`config.mk`:
```
export PLATFORM = sky130hd
export DESIGN_NAME = reg_rd_stage
export DESIGN_NICKNAME = d
export VERILOG_FILES = /design/src/rtl/cpu15_pkg.sv /design/src/rtl/reg_bank.sv /design/src/rtl/reg_rd_stage.sv
export SDC_FILE = /design/constraint.sdc
export NUM_CORES = 1
export LEC_CHECK = 0
export ABC_AREA = 1
export BUFFER_PORTS_ARGS = -buffer_cell sky130_fd_sc_hd__buf_2
export CAP_MARGIN = 20
export CELL_PAD_IN_SITES_DETAIL_PLACEMENT = 1
export CELL_PAD_IN_SITES_GLOBAL_PLACEMENT = 1
export CORE_ASPECT_RATIO = 0.5
export CORE_MARGIN = 1
export CORE_UTILIZATION = 46
export DETAILED_ROUTE_END_ITERATION = 7
export GPL_ROUTABILITY_DRIVEN = 0
export GPL_TIMING_DRIVEN = 0
export PLACE_DENSITY = 0.9
export SLEW_MARGIN = 30
export SYNTH_ARGS = -nofsm -noshare
export SYNTH_HDL_FRONTEND = slang
export SYNTH_SLANG_ARGS = --single-unit
```
`constraint.sdc`:
```
create_clock -name CLK_DC -period 4.21 [get_ports CLK_DC]
set_input_delay 1.263 -clock CLK_DC [delete_from_list [all_inputs] [get_ports CLK_DC]]
set_output_delay 1.263 -clock CLK_DC [all_outputs]
set_load 0.02 [all_outputs]
```
`src/rtl/cpu15_pkg.sv`:
```
// Shared cpu15 constants: default data width, register count and register indices.
package cpu15_pkg;

  localparam int CPU15_WIDTH = 16;
  localparam int CPU15_NREG  = 8;

  // Architectural register indices.
  localparam int CPU15_R0 = 0;
  localparam int CPU15_R1 = 1;
  localparam int CPU15_R2 = 2;
  localparam int CPU15_R3 = 3;
  localparam int CPU15_R4 = 4;
  localparam int CPU15_R5 = 5;
  localparam int CPU15_R6 = 6;
  localparam int CPU15_R7 = 7;

endpackage

```
`src/rtl/reg_bank.sv`:
```
// General register bank: NREG x WIDTH, one synchronous write port, two
// asynchronous read ports, synchronous clear. Out-of-range indices read 0
// and drop writes; with non-power-of-two NREG the index space is larger
// than the bank.
module reg_bank
  import cpu15_pkg::*;
#(
  parameter int WIDTH = CPU15_WIDTH,
  parameter int NREG  = CPU15_NREG,
  parameter int AW    = $clog2(NREG)
) (
  input  logic             clk,
  input  logic             rst,
  input  logic             we,
  input  logic [AW-1:0]    waddr,
  input  logic [WIDTH-1:0] wdata,
  input  logic [AW-1:0]    raddr_a,
  input  logic [AW-1:0]    raddr_b,
  output logic [WIDTH-1:0] rdata_a,
  output logic [WIDTH-1:0] rdata_b
);

  logic [NREG-1:0][WIDTH-1:0] regs;

  // Storage: clear on reset, otherwise write the addressed entry only.
  always_ff @(posedge clk) begin
    if (rst) begin
      regs <= '0;
    end else begin
      for (int i = 0; i < NREG; i++) begin
        if (we && waddr == AW'(i)) regs[i] <= wdata;
      end
    end
  end

  // Read muxes: scanning only valid entries makes out-of-range reads 0.
  always_comb begin
    rdata_a = '0;
    rdata_b = '0;
    for (int i = 0; i < NREG; i++) begin
      if (raddr_a == AW'(i)) rdata_a = regs[i];
      if (raddr_b == AW'(i)) rdata_b = regs[i];
    end
  end

endmodule

```
`src/rtl/reg_rd_stage.sv`:
```
// cpu15 register-read stage: owns the register bank, reads two operands
// with write-back bypass and holds them in a one-entry pipeline register
// with valid/stall/flush control. All outputs are flops.
module reg_rd_stage
  import cpu15_pkg::*;
#(
  parameter  int WIDTH = CPU15_WIDTH,
  parameter  int NREG  = CPU15_NREG,
  localparam int AW    = $clog2(NREG)
) (
  input  logic             CLK_DC,
  input  logic             RST_DC,
  input  logic             IN_VALID,
  input  logic             STALL,
  input  logic             FLUSH,
  input  logic [AW-1:0]    N_REG_A_IN,
  input  logic [AW-1:0]    N_REG_B_IN,
  input  logic             WE,
  input  logic [AW-1:0]    N_REG_W,
  input  logic [WIDTH-1:0] REG_W_DATA,
  output logic             OUT_VALID,
  output logic [AW-1:0]    N_REG_A_OUT,
  output logic [AW-1:0]    N_REG_B_OUT,
  output logic [WIDTH-1:0] REG_A_OUT,
  output logic [WIDTH-1:0] REG_B_OUT
);

  logic [WIDTH-1:0] bank_a;
  logic [WIDTH-1:0] bank_b;
  logic [WIDTH-1:0] opnd_a;
  logic [WIDTH-1:0] opnd_b;

  reg_bank #(
    .WIDTH (WIDTH),
    .NREG  (NREG),
    .AW    (AW)
  ) u_bank (
    .clk     (CLK_DC),
    .rst     (RST_DC),
    .we      (WE),
    .waddr   (N_REG_W),
    .wdata   (REG_W_DATA),
    .raddr_a (N_REG_A_IN),
    .raddr_b (N_REG_B_IN),
    .rdata_a (bank_a),
    .rdata_b (bank_b)
  );

  // Operand select: a same-cycle write-back wins over the bank contents.
  always_comb begin
    opnd_a = bank_a;
    opnd_b = bank_b;
    if (WE && N_REG_W == N_REG_A_IN) opnd_a = REG_W_DATA;
    if (WE && N_REG_W == N_REG_B_IN) opnd_b = REG_W_DATA;
  end

  // Output register: reset > flush > stall (hold, refresh from write-back) > load.
  always_ff @(posedge CLK_DC) begin
    if (RST_DC) begin
      OUT_VALID   <= 1'b0;
      N_REG_A_OUT <= '0;
      N_REG_B_OUT <= '0;
      REG_A_OUT   <= '0;
      REG_B_OUT   <= '0;
    end else if (FLUSH) begin
      OUT_VALID <= 1'b0;
    end else if (STALL) begin
      // A held operand tracks write-back so it is current when the stall lifts.
      if (WE && N_REG_W == N_REG_A_OUT) REG_A_OUT <= REG_W_DATA;
      if (WE && N_REG_W == N_REG_B_OUT) REG_B_OUT <= REG_W_DATA;
    end else begin
      // Loaded even when IN_VALID is low; OUT_VALID marks the data dead.
      OUT_VALID   <= IN_VALID;
      N_REG_A_OUT <= N_REG_A_IN;
      N_REG_B_OUT <= N_REG_B_IN;
      REG_A_OUT   <= opnd_a;
      REG_B_OUT   <= opnd_b;
    end
  end

endmodule

```
==> qor.txt <==
Status: finished, final reports clean
Clock Skews: 11.4 ps
Commonest non-fill, non-tap cell in the layout: nand2_1
H-tree depth: 4
CTS Hold Bufs: 0
Hold Crit Class: flip-flop to flip-flop
Sink Count: 167
Worst hold slack: 484 ps
Hpwl dp: 24.9 mm
Max-Cap Viols: 0
Metal1 wirelength: 15.1 mm
Initial core utilization: 47.8%
Setup tns final: 0 ps
Gr usage total: 36.5%
Max FO, Critical Path: 10
Antenna Cells: 0
Yosys warns: 0
Synth Register Bits: 167
Fin crit period: 2670 ps
Final worst slack: 1540 ps
Post-Syn Instances: 1276
Clk_lat worst skew: 450 ps
Most frequent cells in the layout: nand2_1 (242), nor2_1 (189), a21oi_1 (177)
Die H: 97.8 um
Simple-Gate Fraction of Synth Area: 28.8%
CTS clk-pin slew, worst paths: 80 ps
DRC viols: 0
Metal3 WL: 2.86 mm
RSZ-0062 raised after global routing: false
Initial antenna violation count: 0
Metal2 WL: 15.0 mm
Slew HR: 41.8%
Worst setup path class: primary input to flip-flop
Die W: 193 um
Top layer in use: met4
Top Ports: 70
Pwr dens: 393 nW/um^2
Required time worst endpoint: 4550 ps
Core area: 17700 um^2
Share of cells above drive strength 1: 12.9%
Area growth syn-to-layout: 13.4%
Setup Fix Bufs, Post-CTS: 0
Vias in the first global route: 9817
DR pass1 iterations: 7
Slew Limit Fails: 0
Fmax: 374 MHz
Crit start category: primary input
Post-synthesis sequential area ratio: 39.6%
Vias/cell: 6.00
Initial detailed-routing violation count: 1025
Total CTS buffers: 17
Adder-cell share of the synthesized area: 0%
Layout net count: 1381
Final Hold Viols: 0
Gates resized, CTS repair: 0
Post-synthesis xor/xnor area fraction: 0.727%
First-pass GRT wire length: 53.3 mm
Die area: 18900 um^2
CTS tree: built
Multiplexer area fraction after synthesis: 0%
Critical path arrival: 3010 ps
Post-synth net total: 1307
Largest family of logic cells by synthesized area: simple AND/OR/NAND/NOR gates
Fin crit share: 63.5%
CTS Buffer Depth: 2
Worst r2r path cells: 9
Row Count: 34
PortBufs: 55
Maximum vdd drop: 0.329 mV
Setup violators final: 0
Main synth FF type: dfxtp_1
Post-DR wirelength/cell: 21.2 um
Clock root buffer: clkbuf_16
Async SR Flop Fraction: 0%
Leakage power: 4.12 nW
Place WS: 1190 ps
Netlist cell types: 30
Routed via count: 9588
Mapped Area: 8430 um^2
Post-Route WL: 33.8 mm
Worst Hold Path Cells: 2
Post-synthesis compound-gate area fraction: 20.8%
Worst-Margin Slew: 868 ps
Largest net degree at the start of global routing: 17
Number of flops mapped to enable cells by yosys: 0
Total gr overflow: 0
Final ANT Viol Nets: 0
Syn Area/Cell: 6.61 um^2
Element type at the critical path end: flip-flop
==> worst paths after layout <==
| check | start | endpoint | slack (ps) |
|---|---|---|---|
| min reg2reg | u_bank.regs[52] | u_bank.regs[52] | 480 |
| min | u_bank.regs[52] | u_bank.regs[52] | 480 |
| max reg2reg | N_REG_B_OUT[0] | REG_B_OUT[10] | 2240 |
| max | N_REG_W[1] | REG_B_OUT[10] | 1540 |
==> synthesized netlist by cell type (2+ instances only) <==
cell type	number	area, um^2
a21oi_1	177	886
buf_2	35	175
buf_4	9	67.6
buf_6	4	45.0
clkbuf_1	31	116
clkinv_1	11	41.3
dfxtp_1	167	3340
inv_1	89	334
inv_2	14	52.6
nand2_1	242	908
nand2_2	4	25.0
nand3_1	52	260
nand3_2	2	20.0
nand4_1	37	231
nor2_1	189	709
nor2_2	5	31.3
nor2_4	5	56.3
nor3_1	14	70.1
nor3_2	4	40.0
nor3_4	4	65.1
o21ai_0	166	831
o21ai_1	2	10.0
xnor2_1	5	43.8
xor2_1	2	17.5
==> stage by stage <==
| stage | instances | area (um^2) | utilization [%] | total power, W |
|---|---|---|---|---|
| detailed placement | 1565 | 9000 | 51.0 | 0.00224 |
| finish | 1597 | 9560 | 54.2 | 0.00376 |
| global route | 1597 | 9560 | 54.2 | 0.00388 |
| global placement | 1565 | 9000 | 51.0 | 0.00221 |
| floorplan | 1276 | 8430 | - | 0.00205 |
| CTS | 1597 | 9560 | 54.2 | 0.00374 |
==> area by class of cell <==
cell class	instances	area [um^2]
Buffer	80	409
Clock buffer	20	467
Tap cell	234	293
Fill cell	2391	8090
Inverter	115	434
Timing Repair Buffer	55	275
Clock inverter	12	93.8
Sequential cell	167	3340
Multi-Input combinational cell	914	4250
==> critical path, stage by stage <==
cell	delay (ps)
buf_2	170
inv_2	70
nand2_1	50
o21ai_1	60
nor2_1	90
o2111ai_1	100
nand2_1	370
buf_2	380
nand2_1	140
a21oi_1	220
nor2_1	70
==> power by group <==
group,switching [W],internal [W]
Clock,0.000724,0.000808
Combinational,0.000386,0.000145
Sequential,0.0000460,0.00165
Total,0.00116,0.00260
==> cell families after synthesis <==
| kind of cell | Yosys count |
|---|---|
| AND/OR/NAND/NOR | 560 |
| flip-flops | 167 |
| buffers and inverters | 195 |
| AO/OA/AOI/OAI | 347 |
| XOR/XNOR | 7 |
==> routing by layer <==
layer | track usage (%) | vias up
li1 | - | 4323
met1 | 48.8 | 4711
met2 | 58.0 | 466
met3 | 7.70 | 88
met4 | 14.6 | 0
met5 | 0 | -
==> state kept, by name, indices dropped and copies added (netlist names) <==
register	flops
REG_B_OUT	16
N_REG_A_OUT	3
OUT_VALID	1
REG_A_OUT	16
N_REG_B_OUT	3
u_bank.regs	128
Power figures use the tool's default switching activity.
